### src/rtl/mdu_iterative.sv
// rtl/mdu_iterative.sv - radix-2 iterative RV32M multiply/divide unit
// A single shared 2*DATA_WIDTH accumulator carries either {product_hi, multiplier}
// or {remainder, dividend/quotient}; operands are held as magnitudes and the sign
// is reapplied in FIX, so every operation takes DATA_WIDTH+2 edges.
module mdu_iterative #(
  parameter int DATA_WIDTH    = 32,
  parameter int ADDRESS_WIDTH = 5
) (
  input  logic                     clk,
  input  logic                     rst_n,
  input  logic                     start,
  input  logic [2:0]               op,
  input  logic [DATA_WIDTH-1:0]    src_a,
  input  logic [DATA_WIDTH-1:0]    src_b,
  input  logic [ADDRESS_WIDTH-1:0] rd_in,
  input  logic                     flush,
  output logic                     busy,
  output logic                     done,
  output logic [DATA_WIDTH-1:0]    result,
  output logic [ADDRESS_WIDTH-1:0] rd_out
);

  localparam int W  = DATA_WIDTH;
  localparam int CW = $clog2(DATA_WIDTH);

  typedef enum logic [1:0] {S_IDLE, S_CALC, S_FIX, S_DONE} state_t;

  state_t                   state_q, state_d;
  logic [2:0]               op_q, op_d;
  logic [ADDRESS_WIDTH-1:0] rd_q, rd_d;
  logic [W-1:0]             opnd_q, opnd_d;   // |multiplicand| or |divisor|
  logic [2*W-1:0]           acc_q, acc_d;
  logic                     sa_q, sa_d;       // operand a was negative (signed op)
  logic                     sb_q, sb_d;       // operand b was negative (signed op)
  logic [CW-1:0]            cnt_q, cnt_d;
  logic [W-1:0]             result_q, result_d;
  logic [ADDRESS_WIDTH-1:0] rd_out_q, rd_out_d;

  logic           is_div, signed_a, signed_b, neg_a, neg_b, div0, no_borrow;
  logic [W-1:0]   abs_a, abs_b, quo, rem, fix_val;
  logic [W:0]     mul_sum, rem_shift, diff;
  logic [2*W-1:0] prod;

  // Operand decode, one iteration step, and the FIX-stage sign correction
  always_comb begin
    is_div    = op[2];
    signed_a  = is_div ? ~op[0] : (op == 3'd1 || op == 3'd2);
    signed_b  = is_div ? ~op[0] : (op == 3'd1);
    neg_a     = signed_a & src_a[W-1];
    neg_b     = signed_b & src_b[W-1];
    abs_a     = neg_a ? -src_a : src_a;
    abs_b     = neg_b ? -src_b : src_b;

    mul_sum   = {1'b0, acc_q[2*W-1:W]} + (acc_q[0] ? {1'b0, opnd_q} : '0);
    rem_shift = acc_q[2*W-1:W-1];
    diff      = rem_shift - {1'b0, opnd_q};
    no_borrow = ~diff[W];

    prod      = (sa_q ^ sb_q) ? -acc_q : acc_q;
    quo       = acc_q[W-1:0];
    rem       = acc_q[2*W-1:W];
    div0      = (opnd_q == '0);

    if (!op_q[2]) begin
      fix_val = (op_q == 3'd0) ? prod[W-1:0] : prod[2*W-1:W];
    end else if (!op_q[1]) begin
      // a zero divisor yields all-ones regardless of the dividend's sign
      fix_val = ((sa_q ^ sb_q) && !div0) ? -quo : quo;
    end else begin
      fix_val = sa_q ? -rem : rem;
    end
  end

  // Next-state and datapath update
  always_comb begin
    state_d  = state_q;
    op_d     = op_q;
    rd_d     = rd_q;
    opnd_d   = opnd_q;
    acc_d    = acc_q;
    sa_d     = sa_q;
    sb_d     = sb_q;
    cnt_d    = cnt_q;
    result_d = result_q;
    rd_out_d = rd_out_q;

    if (flush) begin
      state_d = S_IDLE;
    end else begin
      case (state_q)
        S_IDLE: begin
          if (start) begin
            op_d    = op;
            rd_d    = rd_in;
            sa_d    = neg_a;
            sb_d    = neg_b;
            opnd_d  = is_div ? abs_b : abs_a;
            acc_d   = {{W{1'b0}}, (is_div ? abs_a : abs_b)};
            cnt_d   = '0;
            state_d = S_CALC;
          end
        end
        S_CALC: begin
          if (!op_q[2]) begin
            acc_d = {mul_sum, acc_q[W-1:1]};
          end else begin
            acc_d = {(no_borrow ? diff[W-1:0] : rem_shift[W-1:0]), acc_q[W-2:0], no_borrow};
          end
          if (cnt_q == CW'(W - 1)) begin
            state_d = S_FIX;
          end else begin
            cnt_d = cnt_q + CW'(1);
          end
        end
        S_FIX: begin
          result_d = fix_val;
          rd_out_d = rd_q;
          state_d  = S_DONE;
        end
        default: begin
          state_d = S_IDLE;
        end
      endcase
    end
  end

  // State and datapath registers
  always_ff @(posedge clk or negedge rst_n) begin
    if (!rst_n) begin
      state_q  <= S_IDLE;
      op_q     <= '0;
      rd_q     <= '0;
      opnd_q   <= '0;
      acc_q    <= '0;
      sa_q     <= 1'b0;
      sb_q     <= 1'b0;
      cnt_q    <= '0;
      result_q <= '0;
      rd_out_q <= '0;
    end else begin
      state_q  <= state_d;
      op_q     <= op_d;
      rd_q     <= rd_d;
      opnd_q   <= opnd_d;
      acc_q    <= acc_d;
      sa_q     <= sa_d;
      sb_q     <= sb_d;
      cnt_q    <= cnt_d;
      result_q <= result_d;
      rd_out_q <= rd_out_d;
    end
  end

  assign busy   = (state_q != S_IDLE);
  assign done   = (state_q == S_DONE) && !flush;
  assign result = result_q;
  assign rd_out = rd_out_q;

endmodule

### config.mk
export PLATFORM = sky130hd
export DESIGN_NAME = mdu_iterative
export DESIGN_NICKNAME = d
export VERILOG_FILES = /design/src/rtl/mdu_iterative.sv
export SDC_FILE = /design/constraint.sdc
export NUM_CORES = 1
export LEC_CHECK = 0
export BUFFER_PORTS_ARGS = -buffer_cell sky130_fd_sc_hd__buf_2
export CORE_ASPECT_RATIO = 1.75
export CORE_MARGIN = 8
export CORE_UTILIZATION = 50
export CTS_BUF_LIST = sky130_fd_sc_hd__clkbuf_16
export DETAILED_ROUTE_END_ITERATION = 8
export PLACE_DENSITY = 0.73
export SYNTH_ARGS = -nofsm -noshare
export SYNTH_HDL_FRONTEND = slang
export SYNTH_SLANG_ARGS = --single-unit
### constraint.sdc
create_clock -name clk -period 4.04 [get_ports clk]
set_clock_uncertainty 0.2 [all_clocks]
set_input_delay 0 -clock clk [delete_from_list [all_inputs] [get_ports clk]]
set_output_delay 0 -clock clk [all_outputs]
set_load 0.005 [all_outputs]
==> summary.md <==
| Metric | Value |
|---|---|
| Max-Slew Margin vs Limit | `0.234` |
| Worst-case hold slack | `0.0194 ns` |
| Wire per inst | `23.2 um` |
| Final worst path period need | `3.95 ns` |
| Synth top cells by count | `nand2_1 (245), nor2_1 (221), o21ai_0 (215)` |
| Drt initial violations | `1642` |
| Count of filler cells inserted in the layout | `2819` |
| Final setup violation count | `0` |
| Category of the most critical setup path | `primary input to register` |
| Result of the run | `finished, final reports clean` |
| Max-capacitance violation count | `0` |
| Total leakage power | `8.24 nW` |
| Clock-pin slew on the worst setup and hold paths | `0.06 ns` |
| Maximum buffer depth of the clock tree | `2` |
| Highest achievable clock rate | `253 MHz` |
| Distinct cell type count of the synthesized netlist | `74` |
| Combined area of the multi-input logic cells | `11300 sq um` |
| Count of endpoints failing hold in the final timing report | `0` |
| Number of rows created at floorplan | `86` |
| Via count | `17000` |
| Quantity of I/O buffers inserted on ports | `114` |
| Post-route setup TNS | `0 ns` |
| Layout cells sized above 1 | `0.129` |
| Fin crit share | `0.977` |
| Maximum VDD drop | `0.000562 V` |
| Number of antenna violations at the first check in global routing | `0` |
| Area growth from synthesis to final layout | `16.8%` |
| EDFF count, synth | `0` |
| Maximum fanout along the worst path | `5` |
| Remaining antenna violation count after routing | `0` |
| Die width | `151 um` |
| RSZ-0062 raised after global routing | `false` |
| Post-synthesis cell type with the largest combined area | `dfrtp_1` |
| FF/Latch Area | `3760 sq um` |
| Root cell of the clock tree | `clkbuf_16` |
| CTS tree | `done` |
| Number of remaining DRC errors | `0` |
| Count of final max-slew check failures | `0` |
| Most repeated cell in the gate-level netlist after synthesis | `nand2_1` |
| Maximum cell stage delay along the critical path | `0.60 ns` |
| Transition time of the tightest slew-check pin | `1.14 ns` |
| Mean instance size in the synthesized netlist | `7.41 sq um` |
| HP Class | `primary input to register` |
| Global-route wire length before repair | `94600 um` |
| TritonCTS Buffers | `17` |
| Cell Chain, Critical Path | `dlygate4sd3_1 > buf_2 > or4_4 > or4_4 > or4_4 > o41ai_4 > xnor2_1 > dlygate4sd3_1 > a21oi_1 > dlygate4sd3_1 > o21ai_1` |
| Portion of synthesized cell area occupied by the leading cell type | `0.237` |
| Number of storage elements in the synthesis netlist | `150` |
| Leading cell types by total area after synthesis | `dfrtp_1 (24%), xnor2_1 (7.6%), o21ai_0 (6.8%)` |
| P per Cell Area | `868 nW/um^2` |
| Vertical extent of the die | `251 um` |
| Share of flip-flops with an asynchronous set or reset | `1.00` |
| Clock sink count | `150` |
| DIE AREA | `37900 sq um` |
| Fin nets | `2437` |
| Syn Nets | `2290` |
| Detailed-route wire length | `62500 um` |
| Post-synthesis instance total | `2138` |
| Overall fraction of global-route tracks in use | `0.328` |
| Setup crit end kind | `register` |
| Total number of yosys warnings | `0` |
| Arrival time at the worst endpoint | `4.12 ns` |
| Placeable core area | `31300 sq um` |
| Total global routing overflow | `0` |
| Cell area after synthesis | `15800 sq um` |
| Required time of the worst setup path | `4.21 ns` |
| Slowest cell on the critical path | `dlygate4sd3_1` |
| Total number of H-tree levels | `4` |
| Initial DRT Pass Iterations | `6` |
| Placer Congestion | `1.02` |
| Cell count after placement | `2574` |
| Number of global-route vias before repair | `16700` |
| Part of the Yosys area used for sequential elements | `0.237` |
| Number of antenna diodes | `0` |
| Placed wire-length estimate | `46400 um` |
| Initial Utilization | `0.506` |
| Clk Latency, worst-skew pair | `0.46 ns` |
| Worst Setup Start Kind | `primary input` |
| Cell Count, Final, Fillers Out | `2694` |
| PnR Total Power | `16.1 mW` |
| End-of-flow core utilization | `0.591` |
| Primary flip-flop cell chosen by synthesis mapping | `dfrtp_1` |
| Number of I/O pins | `115` |
| Via count normalized by instance count | `6.31` |
| Maximum number of pins on one net before global-route repair | `96` |
==> layer usage <==
metal  wire, um  GRT usage  up-vias
met2      29700      0.535      841
met1      22000      0.350     8005
met4       6220      0.305        0
met3       4640     0.0603      255
li1           -          -     7901
met5          0          0        -
==> worst max-delay path, delay by kind of cell <==
family,cells,cell delay (ns)
buf+inv,4,1.84
simple gates,3,1.58
compound gates,3,0.52
xor+xnor,1,0.18
==> power by group <==
group	internal, mW	switching (mW)	total, mW	leakage [nW]
clock	0.849	0.729	1.58	0.265
combinational	4.45	6.96	11.4	6.05
sequential	2.12	0.949	3.07	1.92
==> sequential cells by signal (all words and copies together) (netlist names) <==
signal	cells
acc_q	64
cnt_q	5
op_q	3
opnd_q	32
rd_out	5
rd_q	5
result	32
sa_q	1
sb_q	1
state_q	2
==> stage by stage <==
stage          cell area [sq um]  setup slack [ns]
2_1_floorplan              15800             0.461
3_3_place_gp               17000             0.212
3_5_place_dp               17000             0.172
4_1_cts                    18500             0.114
5_1_grt                    18500           0.00493
6_report                   18500            0.0911
==> repair_timing <==
item                                   CTS  global route
resized for setup                        0             8
setup endpoints to repair                0            13
hold buffers                            88             0
endpoints found under the hold margin  211             0
buffers inserted                         0             0
==> final cells by class <==
cell class              instances  area share
flip-flops and latches        150       0.203
clock inverters                15     0.00717
well taps                     396      0.0268
multi-input cells            1759       0.608
repair buffers                286       0.117
clock buffers                  17      0.0230
inverters                      71      0.0144
==> layout by cell type (no fill, tap or decap), drive strengths merged, types with 5 or more instances in the layout <==
cell,netlist,final
buf,17,199
nand4,16,16
o21bai,10,10
nor2b,11,11
ha,74,74
mux2,31,31
and3,13,13
o211ai,26,26
a21o,37,37
xnor2,138,138
nor4b,5,5
nand3,33,33
or3,21,21
clkbuf,141,17
o221ai,10,10
a211oi,41,41
o41ai,16,16
o21ai,219,219
and2,11,11
inv,71,76
clkinvlp,0,5
o31ai,22,22
nand2b,21,21
dlygate4sd3,0,87
a221o,6,6
a31oi,19,19
mux2i,48,48
or2,7,7
nor4,22,22
nor3,39,39
nor2,221,221
a22oi,30,30
o21a,14,14
dfrtp,150,150
a21oi,190,190
xor2,96,96
nand2,245,245
or4,17,17
==> worst paths after layout <==
kind                                start    endpoint  slack [ns]  cells past startpoint
worst max-delay path            src_b[11]  opnd_q[29]        0.09                     11
worst min-delay path            src_b[16]  opnd_q[16]        0.02                      4
worst max register to register  acc_q[31]   acc_q[49]        0.22                     12
worst min register to register  result[9]   result[9]        0.28                      2
max in group asynchronous           rst_n   acc_q[41]        2.69                      4
min in group asynchronous           rst_n   opnd_q[2]        0.49                      4
==> cell families (layout without fill, tap and decap cells) <==
| group | Yosys count | after routing | synth area share |
|---|---|---|---|
| flops | 150 | 150 | 0.237 |
| mux | 79 | 79 | 0.0524 |
| simple gates | 698 | 698 | 0.204 |
| fa+ha+maj | 76 | 76 | 0.0610 |
| compound gates | 672 | 672 | 0.260 |
| buf+inv | 229 | 389 | 0.0561 |
| xor+xnor | 234 | 234 | 0.129 |
No activity file was read; power rests on OpenSTA's default activity.
